**src/rtl/wb_arbiter_pkg.sv**
```systemverilog
// Shared types and constants for the write-back arbiter.
// The entry layout is fixed at the default data/address widths.
package wb_arbiter_pkg;

  localparam int WB_XLEN       = 64;
  localparam int WB_REG_AW     = 5;
  localparam int WB_FIFO_DEPTH = 4;

  // One buffered write-back request
  typedef struct packed {
    logic [WB_REG_AW-1:0] rd;
    logic                 we;
    logic [WB_XLEN-1:0]   data;
  } wb_entry_t;

endpackage

```
**src/rtl/wb_result_fifo.sv**
```systemverilog
// Generic DEPTH-entry FIFO of wb_entry_t with push/pop/clear.
// clear wins over push and pop, and resets both pointers.
module wb_result_fifo
  import wb_arbiter_pkg::*;
#(
  parameter int DEPTH = WB_FIFO_DEPTH,
  localparam int PW   = $clog2(DEPTH),
  localparam int CW   = $clog2(DEPTH + 1)
) (
  input  logic          clk,
  input  logic          rst,
  input  logic          push,
  input  wb_entry_t     din,
  input  logic          pop,
  input  logic          clear,
  output wb_entry_t     dout,
  output logic          full,
  output logic          empty,
  output logic [CW-1:0] count
);

  wb_entry_t       mem [DEPTH];
  logic [PW-1:0]   wr_ptr;
  logic [PW-1:0]   rd_ptr;
  logic            do_push;
  logic            do_pop;

  assign full    = (count == CW'(DEPTH));
  assign empty   = (count == '0);
  assign dout    = mem[rd_ptr];
  assign do_push = push && !full && !clear;
  assign do_pop  = pop && !empty && !clear;

  // Entry storage; contents need no reset since count gates visibility
  always_ff @(posedge clk) begin
    if (do_push) mem[wr_ptr] <= din;
  end

  // Pointers and occupancy; DEPTH is a power of two so pointers wrap naturally
  always_ff @(posedge clk) begin
    if (rst || clear) begin
      wr_ptr <= '0;
      rd_ptr <= '0;
      count  <= '0;
    end else begin
      if (do_push) wr_ptr <= wr_ptr + PW'(1);
      if (do_pop)  rd_ptr <= rd_ptr + PW'(1);
      case ({do_push, do_pop})
        2'b10:   count <= count + CW'(1);
        2'b01:   count <= count - CW'(1);
        default: count <= count;
      endcase
    end
  end

endmodule

```
**src/rtl/wb_arbiter.sv**
```systemverilog
// Write-back arbiter: merges exe results (buffered) and load responses
// (never stalled, always win) onto the single register-file write port.
// The registered rf_* outputs are also the forwarding bundle back to exe.
// Optional macro WB_ARBITER_BYPASS_EN: an exe result arriving to an empty,
// idle FIFO is written directly, giving 1-cycle exe latency.
module wb_arbiter
  import wb_arbiter_pkg::*;
#(
  parameter int XLEN   = WB_XLEN,
  parameter int REG_AW = WB_REG_AW,
  parameter int DEPTH  = WB_FIFO_DEPTH,
  localparam int CW    = $clog2(DEPTH + 1)
) (
  input  logic              clk_i,
  input  logic              rst_i,
  input  logic              exe_valid_i,
  output logic              exe_ready_o,
  input  logic [REG_AW-1:0] exe_rd_i,
  input  logic              exe_we_i,
  input  logic [XLEN-1:0]   exe_data_i,
  input  logic              mem_resp_valid_i,
  input  logic [REG_AW-1:0] mem_resp_rd_i,
  input  logic [XLEN-1:0]   mem_resp_data_i,
  input  logic              flush_i,
  output logic              rf_we_o,
  output logic [REG_AW-1:0] rf_waddr_o,
  output logic [XLEN-1:0]   rf_wdata_o,
  output logic [CW-1:0]     fifo_count_o,
  output logic [63:0]       commit_cnt_o
);

  wb_entry_t exe_entry;
  wb_entry_t mem_entry;
  wb_entry_t head;
  wb_entry_t sel;
  logic      sel_valid;
  logic      full;
  logic      empty;
  logic      accept;
  logic      bypass;
  logic      push;
  logic      pop;

  assign exe_entry = '{rd: exe_rd_i, we: exe_we_i, data: exe_data_i};
  assign mem_entry = '{rd: mem_resp_rd_i, we: 1'b1, data: mem_resp_data_i};

  // Ready comes from the registered count only, so a full FIFO refuses
  // even when it dequeues in the same cycle.
  assign exe_ready_o = !full;
  assign accept      = exe_valid_i && exe_ready_o && !flush_i;

`ifdef WB_ARBITER_BYPASS_EN
  assign bypass = accept && empty && !mem_resp_valid_i;
`else
  assign bypass = 1'b0;
`endif

  assign push = accept && !bypass;
  assign pop  = !mem_resp_valid_i && !empty && !flush_i;

  wb_result_fifo #(.DEPTH(DEPTH)) u_fifo (
    .clk   (clk_i),
    .rst   (rst_i),
    .push  (push),
    .din   (exe_entry),
    .pop   (pop),
    .clear (flush_i),
    .dout  (head),
    .full  (full),
    .empty (empty),
    .count (fifo_count_o)
  );

  // Priority select: load response, then FIFO head, then bypassed exe
  always_comb begin
    sel       = mem_entry;
    sel_valid = 1'b0;
    if (mem_resp_valid_i) begin
      sel       = mem_entry;
      sel_valid = 1'b1;
    end else if (pop) begin
      sel       = head;
      sel_valid = 1'b1;
    end else if (bypass) begin
      sel       = exe_entry;
      sel_valid = 1'b1;
    end
  end

  // Registered write port and commit counter; x0 writes are committed but suppressed
  always_ff @(posedge clk_i) begin
    if (rst_i) begin
      rf_we_o      <= 1'b0;
      rf_waddr_o   <= '0;
      rf_wdata_o   <= '0;
      commit_cnt_o <= '0;
    end else begin
      rf_we_o <= sel_valid && sel.we && (sel.rd != '0);
      if (sel_valid) begin
        rf_waddr_o   <= sel.rd;
        rf_wdata_o   <= sel.data;
        commit_cnt_o <= commit_cnt_o + 64'd1;
      end
    end
  end

endmodule

```
**config.mk**
```make
export PLATFORM = sky130hd
export DESIGN_NAME = wb_arbiter
export DESIGN_NICKNAME = d
export VERILOG_FILES = /design/src/rtl/wb_arbiter_pkg.sv /design/src/rtl/wb_result_fifo.sv /design/src/rtl/wb_arbiter.sv
export SDC_FILE = /design/constraint.sdc
export NUM_CORES = 1
export LEC_CHECK = 0
export CAP_MARGIN = 10
export CORE_ASPECT_RATIO = 0.8
export CORE_MARGIN = 3
export CORE_UTILIZATION = 40
export DETAILED_ROUTE_END_ITERATION = 10
export PLACE_DENSITY = 0.65
export SLEW_MARGIN = 15
export SYNTH_ARGS = -nofsm -noshare
export SYNTH_HDL_FRONTEND = slang
export SYNTH_HIERARCHICAL = 1
export SYNTH_SLANG_ARGS = --single-unit
```
**constraint.sdc**
```tcl
create_clock -name clk_i -period 3.9 [get_ports clk_i]
set_clock_uncertainty 0.05 [all_clocks]
set_input_delay 0.78 -clock clk_i [delete_from_list [all_inputs] [get_ports clk_i]]
set_output_delay 0.78 -clock clk_i [all_outputs]
set_load 0.005 [all_outputs]
```
==> results.md <==
* GRT Residual Overflow at 0
* Synth warn at 6
* Pleak at 0.00682 uW
* CTS buffer count at 44
* Buffer levels on the longest clock path at 3
* Hold_buf cts at 0
* Drt first pass iters at 5
* Post-synthesis area per instance at 13.4 um^2
* Die Wd at 236 um
* Post-synthesis adder-cell area fraction at 0.00562
* Vias in the first global route at 11.6k
* # port buffers at 281
* DP HPWL at 29300 um
* DP Worst Slack at 0.588 ns
* Crit. Startpoint: u_fifo/count[0]
* Post-CTS sizing at 0
* Largest net degree at the start of global routing at 97
* Ports at 282
* Xor/xnor share of the synthesized area at 0.0186
* Worst setup SP type: flop
* TritonCTS clock tree: yes
* Routability Congestion at 0.912
* Reg-to-reg endpoint: commit_cnt_o[38]
* DIE AREA at 44900 um^2
* EDFF count, synth at 280
* Global-route wire length before repair at 67200 um
* Fin nets at 1684
* GRT Overall Usage at 0.191
* Synth Register Bits at 423
* Netlist Area Pre-Place at 16900 um^2
* Post-Synth Simple-Gate Area at 0.104
* Die height at 190 um
* Worst slew pin tran at 0.947 ns
* Largest family of logic cells by synthesized area: simple AND/OR/NAND/NOR gates
* Post-synthesis mux area share at 0.0931
* Relative slew slack at 0.369
* H-tree depth at 2
* Synthesis-to-finish area growth at 28.4%
* CP required at 4.33 ns
* Worst Setup EP: commit_cnt_o[38]
* Critical Path Fanout Max at 15
* Sink Count at 423
* Cells after synthesis at 1262
* R2R Setup Slk at 1.00 ns
* Filler cell count at 3396
* Post-route setup slack at 1.00 ns
* Drt total wl at 43300 um
* Async set-reset flop share out of synthesis at 0
* Clock latency on the worst-skew pair at 0.55 ns
* Setup CP Type: flop to flop
* Crit path time final at 2.90 ns
* Critical Path End Type: flop
* Vias per cell at 5.42
* Fmax at 345 MHz
* Post-Place Cells at 2031
* Fraction of layout cells with a size suffix above 1 at 0.116
* Fin. Hold Viols at 0
* FF-to-FF path depth at 6
* Antenna violations before repair at 15
* Max Cap Viol at 0
* Distinct cell type count after synthesis at 50
* Core area at 41200 um^2
* Via count at 11.5k
* Worst Path Arrival at 3.33 ns
* Final setup viols at 0
* Antenna Nets Post-Route at 0
* Postcts setup bufs at 0
* Clk root buf: clkbuf_16
* Synthesized Nets at 1413
* Status: finished clean
* Clk slew on worst S/H paths at 0.06 ns
* Setup TNS at 0 ns
* DR WL/cell at 20.4 um
* Worst min-delay path class: flop to flop
* Finished Core Util at 0.528
* Starting Density at 0.411
* Main flop type after synthesis: edfxtp_1
* 1st-iter DRT viols at 879
* Slew Limit Fails at 0
* Compound-gate portion of the synthesized area at 0.0876
* Total power draw at 9380 uW
* Final Non-Filler Cells at 2122
* Seq/Total Area, Yosys at 0.666
* Worst Hold Depth at 2
* Max VDD drop at 0.000364 V
* Site row count at 66
* Fin crit share at 0.743
* Crit Reg-Reg Startpoint: u_fifo/count[0]
* RSZ-0062 raised after global routing: false
* Drt drc at 0
* PD cells at 432 nW/um^2
-- metal layers --
metal | part of all wire | global-route usage | vias to the layer above | routed length (um)
met4 | 0.041 | 0.0830 | 8 | 1760
li1 | - | - | 5316 | -
met5 | 0.0013 | 0 | - | 57
met2 | 0.46 | 0.301 | 371 | 19900
met3 | 0.062 | 0.0400 | 95 | 2670
met1 | 0.44 | 0.257 | 5705 | 18900
-- power by group --
part           leakage [uW]  total [uW]  switching, uW  internal (uW)
registers           0.00370        4870           30.8           4840
logic               0.00245         499            229            270
clock network      0.000679        4010           1670           2340
-- cell usage in the layout (no fill, tap or decap), types with 3 or more instances in the layout --
cell,count
edfxtp_1,280
clkdlybuf4s50_1,278
a21oi_1,174
dfxtp_1,141
nor2_1,117
nand2_1,95
o21ai_0,89
mux4_2,70
clkbuf_16,45
nand4_1,30
xor2_1,29
nand3_1,24
or3_1,18
inv_1,16
clkbuf_1,15
buf_4,15
or4_1,13
o31ai_1,11
diode_2,10
and4_1,10
buf_12,8
xnor2_1,7
clkinv_2,7
ha_1,6
nor3_1,5
clkinv_1,5
and3_1,4
nor4_1,4
clkbuf_8,4
and2_4,4
inv_6,3
-- worst min-delay path by stage --
stage / startpoint / endpoint / slack (ns)
after floorplan: commit_cnt_o[45] / commit_cnt_o[45] / 0.42
after global placement: commit_cnt_o[1] / commit_cnt_o[1] / 0.42
after detailed placement: commit_cnt_o[45] / commit_cnt_o[45] / 0.44
after CTS: commit_cnt_o[45] / commit_cnt_o[45] / 0.45
after global routing: commit_cnt_o[1] / commit_cnt_o[1] / 0.48
final: commit_cnt_o[45] / commit_cnt_o[45] / 0.45
-- cells by family after synthesis --
logic type,Yosys count
AO/OA/AOI/OAI,284
buffers and inverters,94
flip-flops,423
XOR/XNOR,36
AND/OR/NAND/NOR,348
adder cells (fa/ha/maj),7
multiplexers,70
-- cells in the mapped netlist (11+ instances only) --
| master | number | share of area |
|---|---|---|
| o21ai_0 | 89 | 0.026 |
| inv_1 | 16 | 0.0035 |
| nand3_1 | 24 | 0.0071 |
| or4_1 | 13 | 0.0058 |
| o31ai_1 | 11 | 0.0049 |
| dfxtp_1 | 143 | 0.17 |
| buf_2 | 12 | 0.0035 |
| edfxtp_1 | 280 | 0.50 |
| xor2_1 | 29 | 0.015 |
| or3_1 | 18 | 0.0067 |
| nand2_1 | 95 | 0.021 |
| clkbuf_1 | 54 | 0.012 |
| a21oi_1 | 174 | 0.051 |
| nor2_1 | 118 | 0.026 |
| mux4_2 | 70 | 0.093 |
| nand4_1 | 30 | 0.011 |
-- registers in the layout, summed over array words and instances (netlist names), named ones only --
register       cells
commit_cnt_o      64
rf_waddr_o         5
rf_wdata_o        64
rf_we_o            1
u_fifo/count       3
u_fifo/mem       280
u_fifo/rd_ptr      2
u_fifo/wr_ptr      2
-- metrics by stage --
stage	hold slack (ns)	area [um^2]
final	0.453	21700
after global routing	0.480	21700
after detailed placement	0.443	20300
after global placement	0.423	20300
after floorplan	0.421	16900
after CTS	0.450	21700
-- critical path: stages, from the launching register on --
cell	delay [ns]
dfxtp_1	0.48
nor3_2	0.13
o21bai_2	0.31
and4_1	0.57
nand3_1	0.50
or4_1	0.63
a21oi_1	0.14
-- cell type report --
type                    instances  area, um^2  share of cell area
flip-flops and latches        423       11300               0.519
well taps                     544         681              0.0313
clock inverters                17         141             0.00650
multi-input cells             745        5260               0.242
clock buffers                  64        1240              0.0569
repair buffers                302        3060               0.141
inverters                      17        65.1             0.00299
diodes                         10        25.0             0.00115
Power figures use the tool's default switching activity.
